--- config.mk ---
export PLATFORM = sky130hd
export DESIGN_NAME = serial_sub
export DESIGN_NICKNAME = d
export VERILOG_FILES = /design/src/rtl/serial_sub_pkg.sv /design/src/rtl/full_sub.sv /design/src/rtl/serial_sub.sv
export SDC_FILE = /design/constraint.sdc
export NUM_CORES = 1
export LEC_CHECK = 0
export ABC_AREA = 1
export CORE_MARGIN = 10
export CORE_UTILIZATION = 45
export DETAILED_ROUTE_END_ITERATION = 12
export PLACE_DENSITY = 0.74
export SLEW_MARGIN = 20
export SYNTH_ARGS = -nofsm -noshare
export SYNTH_HDL_FRONTEND = slang
export SYNTH_SLANG_ARGS = --single-unit
export TNS_END_PERCENT = 20
--- constraint.sdc ---
create_clock -name clk -period 1.3 [get_ports clk]
set_clock_uncertainty 0.05 [all_clocks]
set_input_delay 0.26 -clock clk [delete_from_list [all_inputs] [get_ports clk]]
set_output_delay 0.26 -clock clk [all_outputs]
set_load 0.005 [all_outputs]
--- src/rtl/serial_sub_pkg.sv ---
// rtl/serial_sub_pkg.sv - shared FSM state type and default width for serial_sub
package serial_sub_pkg;

  localparam int WIDTH_DEFAULT = 8;

  typedef enum logic [1:0] {
    IDLE  = 2'd0,
    SHIFT = 2'd1,
    DONE  = 2'd2
  } state_t;

endpackage

--- src/rtl/full_sub.sv ---
// rtl/full_sub.sv - one-bit combinational full subtractor
module full_sub (
  input  logic a,
  input  logic b,
  input  logic bin,
  output logic diff,
  output logic bout
);

  assign diff = a ^ b ^ bin;
  assign bout = (~a & b) | (~(a ^ b) & bin);

endmodule

--- src/rtl/serial_sub.sv ---
// rtl/serial_sub.sv - bit-serial unsigned subtractor, LSB first; SERIAL_SUB_OVF_EN adds ovf
module serial_sub
  import serial_sub_pkg::*;
#(
  parameter int WIDTH = WIDTH_DEFAULT
) (
  input  logic             clk,
  input  logic             rst_n,
  input  logic             start,
  input  logic [WIDTH-1:0] a,
  input  logic [WIDTH-1:0] b,
  output logic             busy,
  output logic             done,
  output logic [WIDTH-1:0] diff,
  output logic             borrow_out
`ifdef SERIAL_SUB_OVF_EN
  ,
  output logic             ovf
`endif
);

  localparam int CW = $clog2(WIDTH) + 1;

  state_t           state_q, state_d;
  logic [WIDTH-1:0] a_q, a_d;
  logic [WIDTH-1:0] b_q, b_d;
  logic [WIDTH-1:0] res_q, res_d;
  logic [WIDTH-1:0] diff_q, diff_d;
  logic [CW-1:0]    cnt_q, cnt_d;
  logic             bin_q, bin_d;
  logic             borrow_q, borrow_d;
  logic             busy_q, busy_d;
  logic             done_q, done_d;
  logic             d_bit;
  logic             bout_bit;
`ifdef SERIAL_SUB_OVF_EN
  logic             ovf_q, ovf_d;
`endif

  full_sub u_full_sub (
    .a   (a_q[0]),
    .b   (b_q[0]),
    .bin (bin_q),
    .diff(d_bit),
    .bout(bout_bit)
  );

  always_comb begin
    state_d  = state_q;
    a_d      = a_q;
    b_d      = b_q;
    res_d    = res_q;
    diff_d   = diff_q;
    cnt_d    = cnt_q;
    bin_d    = bin_q;
    borrow_d = borrow_q;
`ifdef SERIAL_SUB_OVF_EN
    ovf_d    = ovf_q;
`endif
    case (state_q)
      IDLE: begin
        if (start) begin
          a_d     = a;
          b_d     = b;
          res_d   = '0;
          bin_d   = 1'b0;
          cnt_d   = '0;
          state_d = SHIFT;
        end
      end
      SHIFT: begin
        a_d              = a_q >> 1;
        b_d              = b_q >> 1;
        res_d            = res_q >> 1;
        res_d[WIDTH-1]   = d_bit;
        bin_d            = bout_bit;
        cnt_d            = cnt_q + CW'(1);
        // Last bit: publish the completed result together with the final borrow.
        if (cnt_q == CW'(WIDTH - 1)) begin
          state_d  = DONE;
          diff_d   = res_d;
          borrow_d = bout_bit;
`ifdef SERIAL_SUB_OVF_EN
          ovf_d    = bin_q ^ bout_bit;
`endif
        end
      end
      DONE:    state_d = IDLE;
      default: state_d = IDLE;
    endcase
    busy_d = (state_d != IDLE);
    done_d = (state_d == DONE);
  end

  always_ff @(posedge clk) begin
    if (!rst_n) begin
      state_q  <= IDLE;
      a_q      <= '0;
      b_q      <= '0;
      res_q    <= '0;
      diff_q   <= '0;
      cnt_q    <= '0;
      bin_q    <= 1'b0;
      borrow_q <= 1'b0;
      busy_q   <= 1'b0;
      done_q   <= 1'b0;
`ifdef SERIAL_SUB_OVF_EN
      ovf_q    <= 1'b0;
`endif
    end else begin
      state_q  <= state_d;
      a_q      <= a_d;
      b_q      <= b_d;
      res_q    <= res_d;
      diff_q   <= diff_d;
      cnt_q    <= cnt_d;
      bin_q    <= bin_d;
      borrow_q <= borrow_d;
      busy_q   <= busy_d;
      done_q   <= done_d;
`ifdef SERIAL_SUB_OVF_EN
      ovf_q    <= ovf_d;
`endif
    end
  end

  assign busy       = busy_q;
  assign done       = done_q;
  assign diff       = diff_q;
  assign borrow_out = borrow_q;
`ifdef SERIAL_SUB_OVF_EN
  assign ovf        = ovf_q;
`endif

endmodule

==> load_flow_metrics.sql <==
INSERT INTO impl_metrics (metric_group, metric, value, unit) VALUES
('floorplan', 'initial_core_util', '47.1', '%'),
('global_routing', 'vias_in_the_first_global_route', '1374', ''),
('logic_synthesis', 'synth_seq_cells', '41', ''),
('clocking', 'numCtsBuffers', '5', ''),
('clocking', 'root_buffer', 'sky130_fd_sc_hd__clkbuf_8', ''),
('sta', 'final.period_utilization', '96.5', '%'),
('clocking', 'cts_sinks', '41', ''),
('finish', 'layout.filler_cells', '335', ''),
('finish', 'area.growth.synth_to_final', '34.2', '%'),
('placed_design', 'dpl.hpwl', '2670', 'um'),
('logic_synthesis', 'netlist_instances', '247', ''),
('floorplan', 'fp.coreArea', '3690', 'um^2'),
('finish', 'antenna-diode-count', '0', ''),
('critical_path', 'critPathKind', 'register to register', ''),
('global_routing', 'grt_pass1_wl', '6460', 'um'),
('critical_path', 'wp_data_arrival', '1430', 'ps'),
('outcome', 'outcome', 'completed', ''),
('sta', 'final_hold_viol_count', '0', ''),
('power', 'power_density', '1150', 'nW/um^2'),
('power', 'power.static_leakage', '1.03', 'nW'),
('logic_synthesis', 'post_synth_num_cell_types', '15', ''),
('logic_synthesis', 'leading_cell_type_by_number_of_instances_after_synthesis', 'sky130_fd_sc_hd__nand2_1', ''),
('logic_synthesis', 'yosysSeqAreaShare', '47.3', '%'),
('detailed_routing', 'routed_via_density', '4.90', ''),
('floorplan', 'fp.dieW', '82.1', 'um'),
('global_routing', 'gr-usage-all-layers', '12.3', '%'),
('global_routing', 'grt.overflow.total', '0', ''),
('detailed_routing', 'dr.first_iter.drc_count', '95', ''),
('power', 'vdd_drop_max', '806', 'uV'),
('clocking', 'tritoncts_clock_tree', 'built', ''),
('sta', 'setup_violations', '0', ''),
('floorplan', 'design.die.area', '6740', 'um^2'),
('clocking', 'cts_max_level', '2', ''),
('floorplan', 'die-height', '82.1', 'um'),
('sta', 'setup_total_negative_slack', '0', 'ps'),
('logic_synthesis', 'postSynthNetCount', '268', ''),
('clocking', 'hold_buffers', '0', ''),
('logic_synthesis', 'synth_ff_type', 'sky130_fd_sc_hd__dfxtp_1', ''),
('logic_synthesis', 'yosys_warning_count', '0', ''),
('sta', 'final_max_slew_viol_count', '0', ''),
('clocking', 'cts_max_path_buffers', '2', ''),
('placed_design', 'total_of_buffers_placed_on_input_and_output_ports', '29', ''),
('detailed_routing', 'finalWirelength', '3980', 'um'),
('sta', 'tightest_slew', '200', 'ps'),
('logic_synthesis', 'avgSynthCellArea', '7.03', 'um^2'),
('critical_path', 'cp-end-kind', 'register', ''),
('logic_synthesis', 'synth-edff-count', '0', ''),
('sta', 'highest_clock_rate', '797', 'MHz'),
('clocking', 'clkLatencyLatePin', '290', 'ps'),
('finish', 'fin_area', '2330', 'um^2'),
('placed_design', 'dp_slack', '-152', 'ps'),
('logic_synthesis', 'fraction_of_synthesized_cell_area_taken_by_the_top_area_cell_type', '47.3', '%'),
('critical_path', 'startpoint_type', 'register', ''),
('floorplan', 'placement_rows', '22', ''),
('detailed_routing', 'wire_per_inst', '11.9', 'um'),
('critical_path', 'cp_data_required_time', '1480', 'ps'),
('critical_path', 'ff2ff_setup_slack', '50', 'ps'),
('logic_synthesis', 'netlist_top_cells_area', 'sky130_fd_sc_hd__dfxtp_1 47%, sky130_fd_sc_hd__nand3_1 13%, sky130_fd_sc_hd__nand2_1 13%, sky130_fd_sc_hd__nor2_1 7.3%, sky130_fd_sc_hd__a21oi_1 6.6%', ''),
('logic_synthesis', 'synth_common_cells', '59 x sky130_fd_sc_hd__nand2_1, 45 x sky130_fd_sc_hd__nand3_1, 41 x sky130_fd_sc_hd__dfxtp_1, 34 x sky130_fd_sc_hd__nor2_1', ''),
('logic_synthesis', 'synth_top_area_cell', 'sky130_fd_sc_hd__dfxtp_1', ''),
('finish', 'final_net_count', '308', ''),
('logic_synthesis', 'asyncSetResetFlopFracSynth', '0', '%'),
('sta', 'period_minus_slack', '1250', 'ps'),
('detailed_routing', 'detail_route.first_pass.iterations', '7', ''),
('finish', 'post_route_cells_drive_above_1_share', '12.8', '%'),
('global_routing', 'largest_net_degree_at_the_start_of_global_routing', '32', ''),
('detailed_routing', 'drt_drc_violations_left', '0', ''),
('worst_hold_path', 'min_path_type', 'register to register', ''),
('clocking', 'worst_path_clk_slew', '70', 'ps'),
('sta', 'fin_ws', '45.9', 'ps'),
('detailed_routing', 'ant_nets', '0', '');
[registers in the layout, summed over array words and instances, names as in the netlist]
register	cells
a_q	8
b_q	8
diff	8
res_q	7
cnt_q	4
state_q	2
bin_q	1
borrow_out	1
busy	1
done	1
[layout make-up]
type / instances / share of cell area (%)
clock buffers: 7 / 3.70
well taps: 48 / 2.58
multi-input cells: 168 / 33.9
repair buffers: 48 / 19.5
inverters: 23 / 3.70
flip-flops and latches: 41 / 35.3
clock inverters: 1 / 1.29
[worst max-delay path, cell delays in order (launching register included)]
cell                      delay (ps)
sky130_fd_sc_hd__dfxtp_1         330
sky130_fd_sc_hd__inv_2            50
sky130_fd_sc_hd__fa_1            550
sky130_fd_sc_hd__nand3_1          80
sky130_fd_sc_hd__a21oi_1         130
[logic make-up (layout without fill, tap and decap cells)]
group	count (synthesis)	after routing	share of synthesized area (%)
simple gates	141	141	34.4
flops	41	41	47.3
buf+inv	38	79	9.22
compound gates	25	25	7.20
fa+ha+maj	2	2	1.87
[through the flow]
stage	hold slack, ps	util, %	total power [mW]	instances
final	411	63.2	2.68	336
after detailed placement	404	58.5	1.65	325
after floorplan	353	-	1.51	247
after global routing	430	63.2	2.79	336
after global placement	401	58.5	1.65	325
after CTS	413	61.4	2.69	333
[final timing paths]
path                            startpoint  endpoint  depth (start not counted)
worst max-delay path                b_q[0]   diff[7]                          4
worst min-delay path               diff[4]   diff[4]                          2
worst max register to register      b_q[0]   diff[7]                          4
worst min register to register     diff[4]   diff[4]                          2
[per-layer routing]
layer | vias to the layer above | wire [um] | global-route usage [%]
li1 | 857 | - | -
met1 | 748 | 1790 | 15.3
met2 | 34 | 1920 | 19.5
met3 | 6 | 224 | 4.21
met4 | 0 | 48 | 3.91
met5 | - | 0 | 0
[power breakdown]
group	total (mW)	internal, mW	switching (mW)
sequential	1.32	1.30	0.0243
combinational	0.315	0.154	0.161
clock	1.04	0.626	0.415
total	2.68	2.08	0.601
[cells in the final DEF (no fill, tap or decap), drive strengths merged]
master / count
fa: 1
o21ai: 2
clkbuf: 7
nand3: 45
dfxtp: 41
a21oi: 23
dlygate4sd2: 11
bufinv: 1
clkdlybuf4s50: 18
inv: 23
nor2: 35
buf: 19
ha: 1
nand2: 61
[timing repair]
item / in CTS / in global routing
buffers inserted: 0 / 2
cloned: 0 / 1
resized for setup: 12 / 14
pin swaps: 0 / 4
setup endpoints to repair: 20 / 18
(Power assumes the default switching activity.)
==> patch 1: new RTL, same settings <==
Change the package constant `WIDTH_DEFAULT` from 8 to 16.
--- a/src/rtl/serial_sub_pkg.sv
+++ b/src/rtl/serial_sub_pkg.sv
@@ -1,7 +1,7 @@
 // rtl/serial_sub_pkg.sv - shared FSM state type and default width for serial_sub
 package serial_sub_pkg;
 
-  localparam int WIDTH_DEFAULT = 8;
+  localparam int WIDTH_DEFAULT = 16;
 
   typedef enum logic [1:0] {
     IDLE  = 2'd0,
Interface: changed (resized a, b and diff); port bits go from 30 to 54. No check against the original RTL was run, so the function may have changed too.
==> patch 1 against the unedited design <==
The run now ends with setup timing left; sequential cell count increased by 33; via count increased by 76%; power increased by 85%; cell area increased by 80%; combinational power increased by 80%; area after synthesis increased by 80%; first-iteration DRC count increased by 23%; cell count increased by 82%; critical path depth increased by 8; maximum frequency decreased by 19%; die area increased by 58%; routed wire length increased by 82%; worst setup slack got worse by 0.30 ns; highest routed layer unchanged.
==> patch 1: results (changes against the unedited design) <==
Combinational Power Share 0.114 (-0.004); CP arrival 1.80 ns (+0.37 ns); hpwl dp 5.13 mm (+92%); DR iter-0 viols 117 (+23%); DR WL met2 3.55 mm (+85%); Filler Cell Count 620 (+85%); global routing usage on met2 0.244 (+0.0486); Area contributors post-synth dfxtp_1, nand2_1, nor2_1; Setup Buffers After CTS 3 (+3); failing checks setup timing; Mapped Cells 459 (+86%); final setup TNS -3.98 ns (-3.98 ns); post-synthesis sequential area ratio 0.475 (+0.00231); FFs & Latches 74 (+80%); Port Buf Inserts 53 (+83%); share of cells above drive strength 1 0.147 (+0.0181); CTS buffer count 9 (+4); drt pass-1 iters 4 (-3); Power Dens Cells 1180 nW/µm² (+2.5%); Pleak 1.91 nW (+86%); Buffers, non-clock 83 (+73%); post-synthesis cell type count 20 (+5); met3 routed WL 365 µm (+63%); routed wire length 7.26 mm (+82%); sequential cell area share 0.355 (+0.00166); clock share of power 0.404 (+0.015); clock network area share 0.0529 (+0.00303); RePlAce Congestion 0.808 (-0.86%); largest net degree at the start of global routing 29 (-9.4%); dpl ws -0.255 ns (-0.104 ns); VDD IR-drop max 0.681 mV (-15%); wire length of the first global-routing pass 12.4 mm (+92%); outcome finished, violations left; NonClk Buf Share 0.195 (-0.000559); setup violators final 21 (+21); GR Util All Layers 0.147 (+0.0239); Internal 3.70 mW (+78%); Finished Layout Cells 612 (+82%); Syn Nets 497 (+85%); worst slew pin tran 0.194 ns (-0.00589 ns); vias 2887 (+76%); fin worst setup slack -0.254 ns (-0.300 ns); H-tree Lvls 3 (+1); Util after Layout 0.623 (-0.00936); area of the multi-input gates 1400 µm² (+78%); CTS resizes 32 (+20); Tapcell Cnt 80 (+67%); Inst Count DP 592 (+82%); met1 Usage GRT 0.174 (+0.0208)
-- patch 1: cell types whose count changed in the layout (fill, tap and decap cells not counted), moves of 4 or more --
cell / change
dfxtp_2: +4
buf_4: +9
clkdlybuf4s50_1: +16
nand3_1: +7
dfxtp_1: +28
inv_1: +16
nor2_1: +54
inv_6: +4
nand2_2: +5
nand2_1: +74
dlygate4sd2_1: +7
-- patch 1: worst max-delay path, stage by stage, from the launching register on --
cell	delay [ns]
dfxtp_2	0.36
ha_4	0.14
inv_2	0.04
nor3_2	0.12
ha_2	0.20
inv_2	0.05
nor2_4	0.11
nand2_2	0.08
inv_4	0.07
buf_12	0.10
buf_16	0.11
nand2_1	0.05
nand2_1	0.05
-- patch 1: final timing paths --
check	to	slack (ns)	cells after the start
setup / recovery	diff[7]	-0.25	12
hold / removal	diff[2]	0.41	2
setup reg to reg	diff[7]	-0.25	12
hold reg to reg	diff[2]	0.41	2
==> patch 2: new RTL, same settings <==
Without the edit above. Re-encode `state_t` (3 states) as one-hot, 3 bits wide.
--- a/src/rtl/serial_sub_pkg.sv
+++ b/src/rtl/serial_sub_pkg.sv
@@ -3,10 +3,10 @@
 
   localparam int WIDTH_DEFAULT = 8;
 
-  typedef enum logic [1:0] {
-    IDLE  = 2'd0,
-    SHIFT = 2'd1,
-    DONE  = 2'd2
+  typedef enum logic [2:0] {
+    IDLE  = 3'b001,
+    SHIFT = 3'b010,
+    DONE  = 3'b100
   } state_t;
 
 endpackage
Check against the original RTL: no difference found for any inputs over 10 cycles, from zero or initial values and one cycle with rst_n low; not proved beyond that.
==> patch 2 against the unedited design <==
Cell area grew 5.6%; die area grew 6.4%; sequential cell count grew 1; first-iteration DRC count grew 24%; routed wire length grew 14%; combinational power grew 31%; power shrank 1.3%; core utilization shrank 2.1 points; area after synthesis grew 8.5%; worst hold slack gained 0.0016 ns; sequential share of layout area shrank 0.85 points; synthesized cell count grew 9.7%; worst setup slack lost 0.031 ns; critical endpoint is now res_q[7].
==> patch 2: results (changes against the unedited design) <==
vias per cell 5.06 (+3.3%); commonest cells in the netlist nand2_1, dfxtp_1, nand3_1; synth warn 0 (unchanged); Reg2Reg Depth 3 (-1); Wirelength per Cell 12.6 µm (+6.3%); compound-gate portion of the synthesized area 0.0452 (-0.0269); share of cells above drive strength 1 0.158 (+0.0291); Filler Cell Count 380 (+13%); FMAX 0.778 GHz (-2.4%); Worst setup endpoint res_q[7]; Reg2Reg Setup Slack 0.01 ns (-0.03 ns); Buffers, non-clock 49 (+2.1%); met3 routed WL 324 µm (+45%); NonClk Buf Share 0.190 (-0.00525); Die Wd 84.7 µm (+3.2%); GR Util All Layers 0.128 (+0.00582); largest stage delay on the critical path 0.49 ns (-0.06 ns); met1 Usage GRT 0.155 (+0.00262); register area 848 µm² (+3.0%); DR iter-0 viols 118 (+24%); outcome finished clean; DR WL met2 2.09 mm (+8.9%); area of the multi-input gates 902 µm² (+14%); number of global-route vias before repair 1785 (+30%); Avg Inst Size Synth 6.95 µm² (-1.1%); Port Buf Inserts 29 (unchanged); Post-DP Area 2350 µm² (+8.8%); hpwl dp 3.07 mm (+15%); RePlAce Congestion 0.789 (-3.2%); FF-to-FF Start bin_q; post-synthesis cell type count 21 (+6); area grow syn2layout 30.6%; Internal 1.97 mW (-5.3%); # nets final 331 (+7.5%); CTS resizes 14 (+2); met3 Resource Use GR 0.0522 (+0.0101); Inst Count DP 353 (+8.6%); Area contributors post-synth dfxtp_1, nand2_1, nand3_1; largest net degree at the start of global routing 29 (-9.4%); CTS clk-pin slew, worst paths 0.07 ns (about the same); adder-cell share of the synthesized area 0.0173 (-0.00147); worst hold slack 0.412 ns (+0.00156 ns); routed wire length 4.55 mm (+14%); clock network area share 0.0371 (-0.0128); drt pass-1 iters 5 (-2); #MultiIn Comb 189 (+13%); FFs & Latches 42 (+2.4%); global routing usage on met2 0.201 (+0.00596); post-synthesis sequential area ratio 0.446 (-0.0264); VDD IR-drop max 0.789 mV (-2.0%); worst slew pin tran 0.327 ns (+0.127 ns); dpl ws -0.180 ns (-0.0289 ns); Pleak 1.18 nW (+15%)
==> patch 2: cell count changes after synthesis, moves of 2 or more <==
| cell | change |
|---|---|
| nand4_1 | +16 |
| clkbuf_1 | +3 |
| nand3_2 | +2 |
| inv_2 | +3 |
| inv_1 | -3 |
| a21oi_1 | -9 |
| nand3_1 | -8 |
| or2_2 | +2 |
| nand2_1 | +17 |
==> patch 2: worst min-delay path by stage <==
| stage | startpoint | end |
|---|---|---|
| detailed placement | a_q[7] | a_q[7] |
| floorplan | start | a_q[7] |
| CTS | a_q[7] | a_q[7] |
| global route | a_q[7] | a_q[7] |
| global placement | a_q[7] | a_q[7] |
| finish | a_q[7] | a_q[7] |
==> patch 2: power by group through the flow <==
stage                     clock network (mW)  logic (mW)  registers [mW]
after global placement                     0       0.398            1.41
after detailed placement                   0       0.406            1.41
final                                  0.852       0.413            1.38
after CTS                              0.879       0.407            1.38
after floorplan                            0       0.249            1.40
after global routing                   0.916       0.472            1.38
